$ cat src/rtl/spram_bist.sv
// rtl/spram_bist.sv - March-style built-in self-test initiator for a single-port 32-bit SRAM
//
// Purpose: on a start pulse, runs write / read+invert ascending / read+restore descending /
// final read over every word of the RAM, and reports pass/fail, the first failing
// address and data, and a saturating miscompare count.
//
// Ports:
//   clk, rst          clock, synchronous active-high reset
//   start             single-cycle run request (accepted in IDLE or DONE)
//   busy, done, pass  run status; pass is valid while done=1
//   fail_addr/data    word address and q value of the first miscompare of a run
//   err_cnt           saturating miscompare count
//   ram_addr/ce/we/d  RAM request port
//   ram_q             RAM read data, valid the cycle after a read access
module spram_bist #(
  parameter int          size       = 'h80,
  parameter int          addr_width = $clog2(size) - 2,
  parameter logic [31:0] pattern    = 32'hA5A5_5A5A,
  parameter int          err_width  = 8
) (
  input  logic                  clk,
  input  logic                  rst,
  input  logic                  start,
  output logic                  busy,
  output logic                  done,
  output logic                  pass,
  output logic [addr_width-1:0] fail_addr,
  output logic [31:0]           fail_data,
  output logic [err_width-1:0]  err_cnt,
  output logic [addr_width-1:0] ram_addr,
  output logic                  ram_ce,
  output logic [3:0]            ram_we,
  output logic [31:0]           ram_d,
  input  logic [31:0]           ram_q
);

  localparam logic [2:0] S_IDLE     = 3'd0;
  localparam logic [2:0] S_WR_ASC   = 3'd1;
  localparam logic [2:0] S_RDW_ASC  = 3'd2;
  localparam logic [2:0] S_RDW_DESC = 3'd3;
  localparam logic [2:0] S_RD_CHK   = 3'd4;
  localparam logic [2:0] S_DONE     = 3'd5;

  localparam logic [addr_width-1:0] last_addr = addr_width'(size / 4 - 1);
  localparam logic [err_width-1:0]  err_max   = '1;

  logic [2:0]            state;
  logic [addr_width-1:0] addr;
  logic                  phase;        // 0: read cycle, 1: compare + write-back cycle
  logic                  cmp_pending;  // RD_CHK: a read was issued last cycle
  logic [addr_width-1:0] cmp_addr;     // RD_CHK: address of that read
  logic                  tail;         // RD_CHK: trailing compare-only cycle

  logic                  cmp_en;
  logic [31:0]           cmp_exp;
  logic [addr_width-1:0] cmp_at;
  logic                  miss;
  logic [err_width-1:0]  err_next;

  assign busy     = (state != S_IDLE) && (state != S_DONE);
  assign ram_addr = addr;

  always_comb begin
    ram_ce  = 1'b0;
    ram_we  = 4'h0;
    ram_d   = 32'h0;
    cmp_en  = 1'b0;
    cmp_exp = pattern;
    cmp_at  = addr;
    case (state)
      S_WR_ASC: begin
        ram_ce = 1'b1;
        ram_we = 4'hF;
        ram_d  = pattern;
      end
      S_RDW_ASC: begin
        ram_ce = 1'b1;
        if (phase) begin
          ram_we = 4'hF;
          ram_d  = ~pattern;
          cmp_en = 1'b1;
        end
      end
      S_RDW_DESC: begin
        ram_ce  = 1'b1;
        cmp_exp = ~pattern;
        if (phase) begin
          ram_we = 4'hF;
          ram_d  = pattern;
          cmp_en = 1'b1;
        end
      end
      S_RD_CHK: begin
        // Reads are pipelined: the data for the read issued last cycle is checked now.
        ram_ce = ~tail;
        cmp_en = tail | cmp_pending;
        cmp_at = cmp_addr;
      end
      default: ;
    endcase
  end

  assign miss     = cmp_en && (ram_q != cmp_exp);
  assign err_next = (miss && (err_cnt != err_max)) ? err_cnt + 1'b1 : err_cnt;

  always_ff @(posedge clk) begin
    if (rst) begin
      state       <= S_IDLE;
      addr        <= '0;
      phase       <= 1'b0;
      cmp_pending <= 1'b0;
      cmp_addr    <= '0;
      tail        <= 1'b0;
      err_cnt     <= '0;
      fail_addr   <= '0;
      fail_data   <= '0;
      pass        <= 1'b0;
      done        <= 1'b0;
    end else begin
      err_cnt <= err_next;
      // err_cnt never returns to zero within a run, so zero marks "no miscompare yet".
      if (miss && (err_cnt == '0)) begin
        fail_addr <= cmp_at;
        fail_data <= ram_q;
      end
      case (state)
        S_IDLE, S_DONE: begin
          if (start) begin
            state     <= S_WR_ASC;
            addr      <= '0;
            phase     <= 1'b0;
            err_cnt   <= '0;
            fail_addr <= '0;
            fail_data <= '0;
            pass      <= 1'b0;
            done      <= 1'b0;
          end
        end
        S_WR_ASC: begin
          if (addr == last_addr) begin
            state <= S_RDW_ASC;
            addr  <= '0;
            phase <= 1'b0;
          end else begin
            addr <= addr + 1'b1;
          end
        end
        S_RDW_ASC: begin
          phase <= ~phase;
          if (phase) begin
            if (addr == last_addr) state <= S_RDW_DESC;
            else                   addr  <= addr + 1'b1;
          end
        end
        S_RDW_DESC: begin
          phase <= ~phase;
          if (phase) begin
            if (addr == '0) begin
              state       <= S_RD_CHK;
              cmp_pending <= 1'b0;
              tail        <= 1'b0;
            end else begin
              addr <= addr - 1'b1;
            end
          end
        end
        S_RD_CHK: begin
          if (tail) begin
            state       <= S_DONE;
            tail        <= 1'b0;
            cmp_pending <= 1'b0;
            done        <= 1'b1;
            pass        <= (err_next == '0);
          end else begin
            cmp_pending <= 1'b1;
            cmp_addr    <= addr;
            if (addr == last_addr) tail <= 1'b1;
            else                   addr <= addr + 1'b1;
          end
        end
        default: state <= S_IDLE;
      endcase
    end
  end

endmodule
$ cat config.mk
export PLATFORM = sky130hd
export DESIGN_NAME = spram_bist
export DESIGN_NICKNAME = d
export VERILOG_FILES = /design/src/rtl/spram_bist.sv
export SDC_FILE = /design/constraint.sdc
export NUM_CORES = 1
export LEC_CHECK = 0
export CAP_MARGIN = 10
export CORE_MARGIN = 10
export CORE_UTILIZATION = 49
export DETAILED_ROUTE_END_ITERATION = 8
export HOLD_SLACK_MARGIN = 0.06
export PLACE_DENSITY = 0.95
export SYNTH_ARGS = -nofsm -noshare
export SYNTH_HDL_FRONTEND = slang
export SYNTH_SLANG_ARGS = --single-unit
$ cat constraint.sdc
create_clock -name clk -period 4 [get_ports clk]
set_clock_uncertainty 0.15 [all_clocks]
set_input_delay 1.2 -clock clk [delete_from_list [all_inputs] [get_ports clk]]
set_output_delay 1.2 -clock clk [all_outputs]
set_load 0.02 [all_outputs]
==> results by group <==
Setup path
  – Buffers plus inverters on the worst setup path: 1
  – Largest stage delay on the critical path: 670 ps
  – Required time at the worst-slack endpoint: 2650 ps
  – Nature of the critical path endpoint: output pin
  – Largest driver fanout on the critical path: 12
  – Category of the most critical setup path: reg -> out
  – Chain of cells forming the critical path: or3b_1 -> or2_2 -> o21ai_0 -> clkdlybuf4s50_1
  – Launch point of the worst reg-to-reg path: state[2]$_SDFFE_PP0P_
  – Worst endpoint data arrival time: 2480 ps
  – Family of cells with the greatest summed delay on the critical path: simple AND/OR/NAND/NOR gates
  – Slowest stage cell, crit path: clkdlybuf4s50_1
  – CP startpoint kind: register
  – Launch point of the critical path: state[0]$_SDFFE_PP0P_

Min path
  – Type of the tightest min-delay check: reg -> reg
  – Hold Startpoint: fail_data[18]$_SDFF_PP0_

Logic synthesis
  – Most instantiated flip-flop cell in the synthesis netlist: dfxtp_1
  – Synthesized area per cell: 7.823 um2
  – Portion of the post-synthesis area used by sequential elements: 35.43%
  – Number of distinct library cells after synthesis: 63
  – Cell area after synthesis: 3560 um2
  – Proportion of synthesized flip-flops having asynchronous set or reset: 0%
  – Count of state elements after synthesis: 63
  – Count of flip-flops with a built-in enable after synthesis: 0
  – Count of mapped cells out of synthesis: 455
  – Synthesis warning total: 0
  – Post-synth net total: 496

Floorplanning
  – Effective utilization at floorplan: 49.61%
  – Horiz. Die Dim: 105.2 um
  – Number of top-level pins: 125
  – Core footprint: 7176 um2
  – Site Rows: 31
  – Total Die Area: 11070 um2
  – Die H: 105.2 um

Global route
  – Tot GR Track Use: 18.51%
  – Number of global-route vias before repair: 3481
  – Maximum number of pins on one net before global-route repair: 43
  – Global route overflow: 0
  – First-pass GRT wire length: 17260 um
  – Number of antenna violations at the first check in global routing: 0

Drt
  – Initial DRC Count: 208
  – Avg Vias per Cell: 5.563
  – Total detailed-routing wirelength: 10650 um
  – Average routed wire per standard cell: 16.61 um
  – Final ANT Viol Nets: 0
  – Router iterations before antenna repair: 4
  – DRC violation count after routing: 0
  – Via Count: 3566

Clocking
  – Number of setup buffers added after CTS: 0
  – Clk Latency, worst-skew pair: 340 ps
  – Clock slew seen by the registers of the worst setup and hold paths: 70 ps
  – Cell chosen for the clock root: clkbuf_8
  – TritonCTS clock tree: yes
  – Number of sinks on the clock net: 63
  – Number of instances resized during post-cts repair: 0
  – CTS hold repair buffers: 0
  – Number of CTS-inserted buffers: 9
  – Maximum count of clock buffers along a single path: 2
  – # H-tree levels: 3

Cells and area
  – Nets: 578
  – Area growth from synthesis to final layout: 34.52%
  – Seq. cell area: 1261 um2
  – Number of fill cells in the layout: 553
  – Antenna diode instance count: 0
  – Share of cells above drive strength 1: 7.380%
  – Area used by multi-input combinational logic: 1852 um2

Placement
  – Dpl ws: 202.2 ps
  – Total of buffers placed on input and output ports: 124
  – Detailed-placement wirelength estimate: 7980 um
  – Routability-driven placement congestion ratio: 0.9234

Outcome
  – Run status: completed

Timing
  – F_max: 0.2608 GHz
  – Slew at the pin with the worst max-slew slack: 705.0 ps
  – Number of failing hold endpoints at the final stage: 0
  – RSZ-0062 raised after global routing: false
  – Tcrit/Tclk final: 95.87%
  – Setup slack of the critical path after layout: 165.1 ps
  – Final critical delay including setup and external delays: 3835 ps
  – Pins over their slew limit: 0
  – Final number of setup-violating endpoints: 0
  – Worst slew margin relative to its limit: 52.60%
  – Setup TNS Final: 0 ps

Flow run
  – Max-capacitance violation count: 0

Power
  – Share of power burned in the clock network: 23.1%
  – Net Sw Frac: 39.35%
  – Gate power share: 46.5%
  – Reg power frac: 30.3%
  – Power per cell area: 481.6 nW/um2
  – Net Switching: 907.3 uW
  – Design internal power: 1.399 mW
  – Leakage power of the design: 1.582 nW
  – Highest ir drop seen on vdd: 0.0004715 V
[worst paths after layout]
path	cells after the start	slack, ps	to
setup / recovery	4	170	ram_ce
hold / removal	2	300	fail_data[18]$_SDFF_PP0_
setup reg to reg	8	1240	fail_addr[0]$_SDFF_PP0_
hold reg to reg	2	300	fail_data[18]$_SDFF_PP0_
[cells in the final DEF (no fill, tap or decap), types with 4 or more instances in the layout]
master           count
clkdlybuf4s50_1    124
nand2_1             94
dfxtp_1             63
a21oi_1             57
nor2_1              30
nand3_1             13
o21ai_0             11
inv_1                9
clkbuf_8             9
buf_4                9
nor4bb_1             8
nor3_1               7
nand4_1              6
a311oi_2             6
ha_1                 6
and3_1               5
xnor2_1              5
nor4b_1              4
and4b_1              4
xor2_1               4
[metal layers]
layer | routed length [um] | vias up | track usage (%)
li1 | - | 1715 | -
met1 | 4450 | 1668 | 21.15
met2 | 5257 | 158 | 31.91
met3 | 659 | 25 | 4.811
met4 | 280 | 0 | 7.843
met5 | 0 | - | 0
[final cells by class]
cell class | instances | area share [%]
Tap cell | 99 | 2.587
Timing Repair Buffer | 134 | 27.75
Multi-Input combinational cell | 320 | 38.67
Clock inverter | 6 | 1.280
Inverter | 9 | 0.7055
Clock buffer | 10 | 2.665
Sequential cell | 63 | 26.34
[through the flow]
stage | util [%] | cell area [um2] | hold slack (ps) | power [mW] | cells
finish | 66.73 | 4788 | 301.7 | 2.306 | 641
detailed placement | 64.10 | 4599 | 294.7 | 1.775 | 625
global placement | 64.10 | 4599 | 288.5 | 1.749 | 625
global route | 66.73 | 4788 | 322.8 | 2.432 | 641
CTS | 66.73 | 4788 | 304.2 | 2.311 | 641
floorplan | - | 3560 | 286.6 | 1.458 | 455
[cell usage after synthesis (7+ instances only)]
cell type	number	area, um2
a21oi_1	57	285.3
buf_4	38	285.3
clkbuf_1	18	67.56
dfxtp_1	63	1261
inv_1	9	33.78
nand2_1	94	352.8
nand3_1	13	65.06
nor2_1	30	112.6
nor3_1	7	35.03
nor4bb_1	8	80.08
o21ai_0	11	55.05
[power by group through the flow]
stage	sequential, mW	clock [mW]	combinational, mW
finish	0.700	0.533	1.07
global route	0.707	0.567	1.16
CTS	0.699	0.539	1.07
detailed placement	0.713	0	1.06
global placement	0.711	0	1.04
floorplan	0.722	0	0.736
[logic make-up after synthesis]
group	share of synthesized area (%)
muxes	0.8436
AOI/OAI and AO/OA	18.10
adders and majority gates	2.109
and+or+nand+nor	28.75
buffers and inverters	12.55
DFF	35.43
xor gates and xnor gates	2.214
[sequential cells by signal, indices dropped and copies added, names as in the netlist]
signal	cells
done	1
cmp_pending	1
fail_addr	5
ram_addr	5
fail_data	32
tail	1
phase	1
state	3
err_cnt	8
pass	1
cmp_addr	5
[tightest hold or removal path: cells and delay by family, from the launching register on]
kind,cells,cell delay [ps]
flops,1,310
simple gates,1,50
compound gates,1,50
Power figures use the tool's default switching activity.
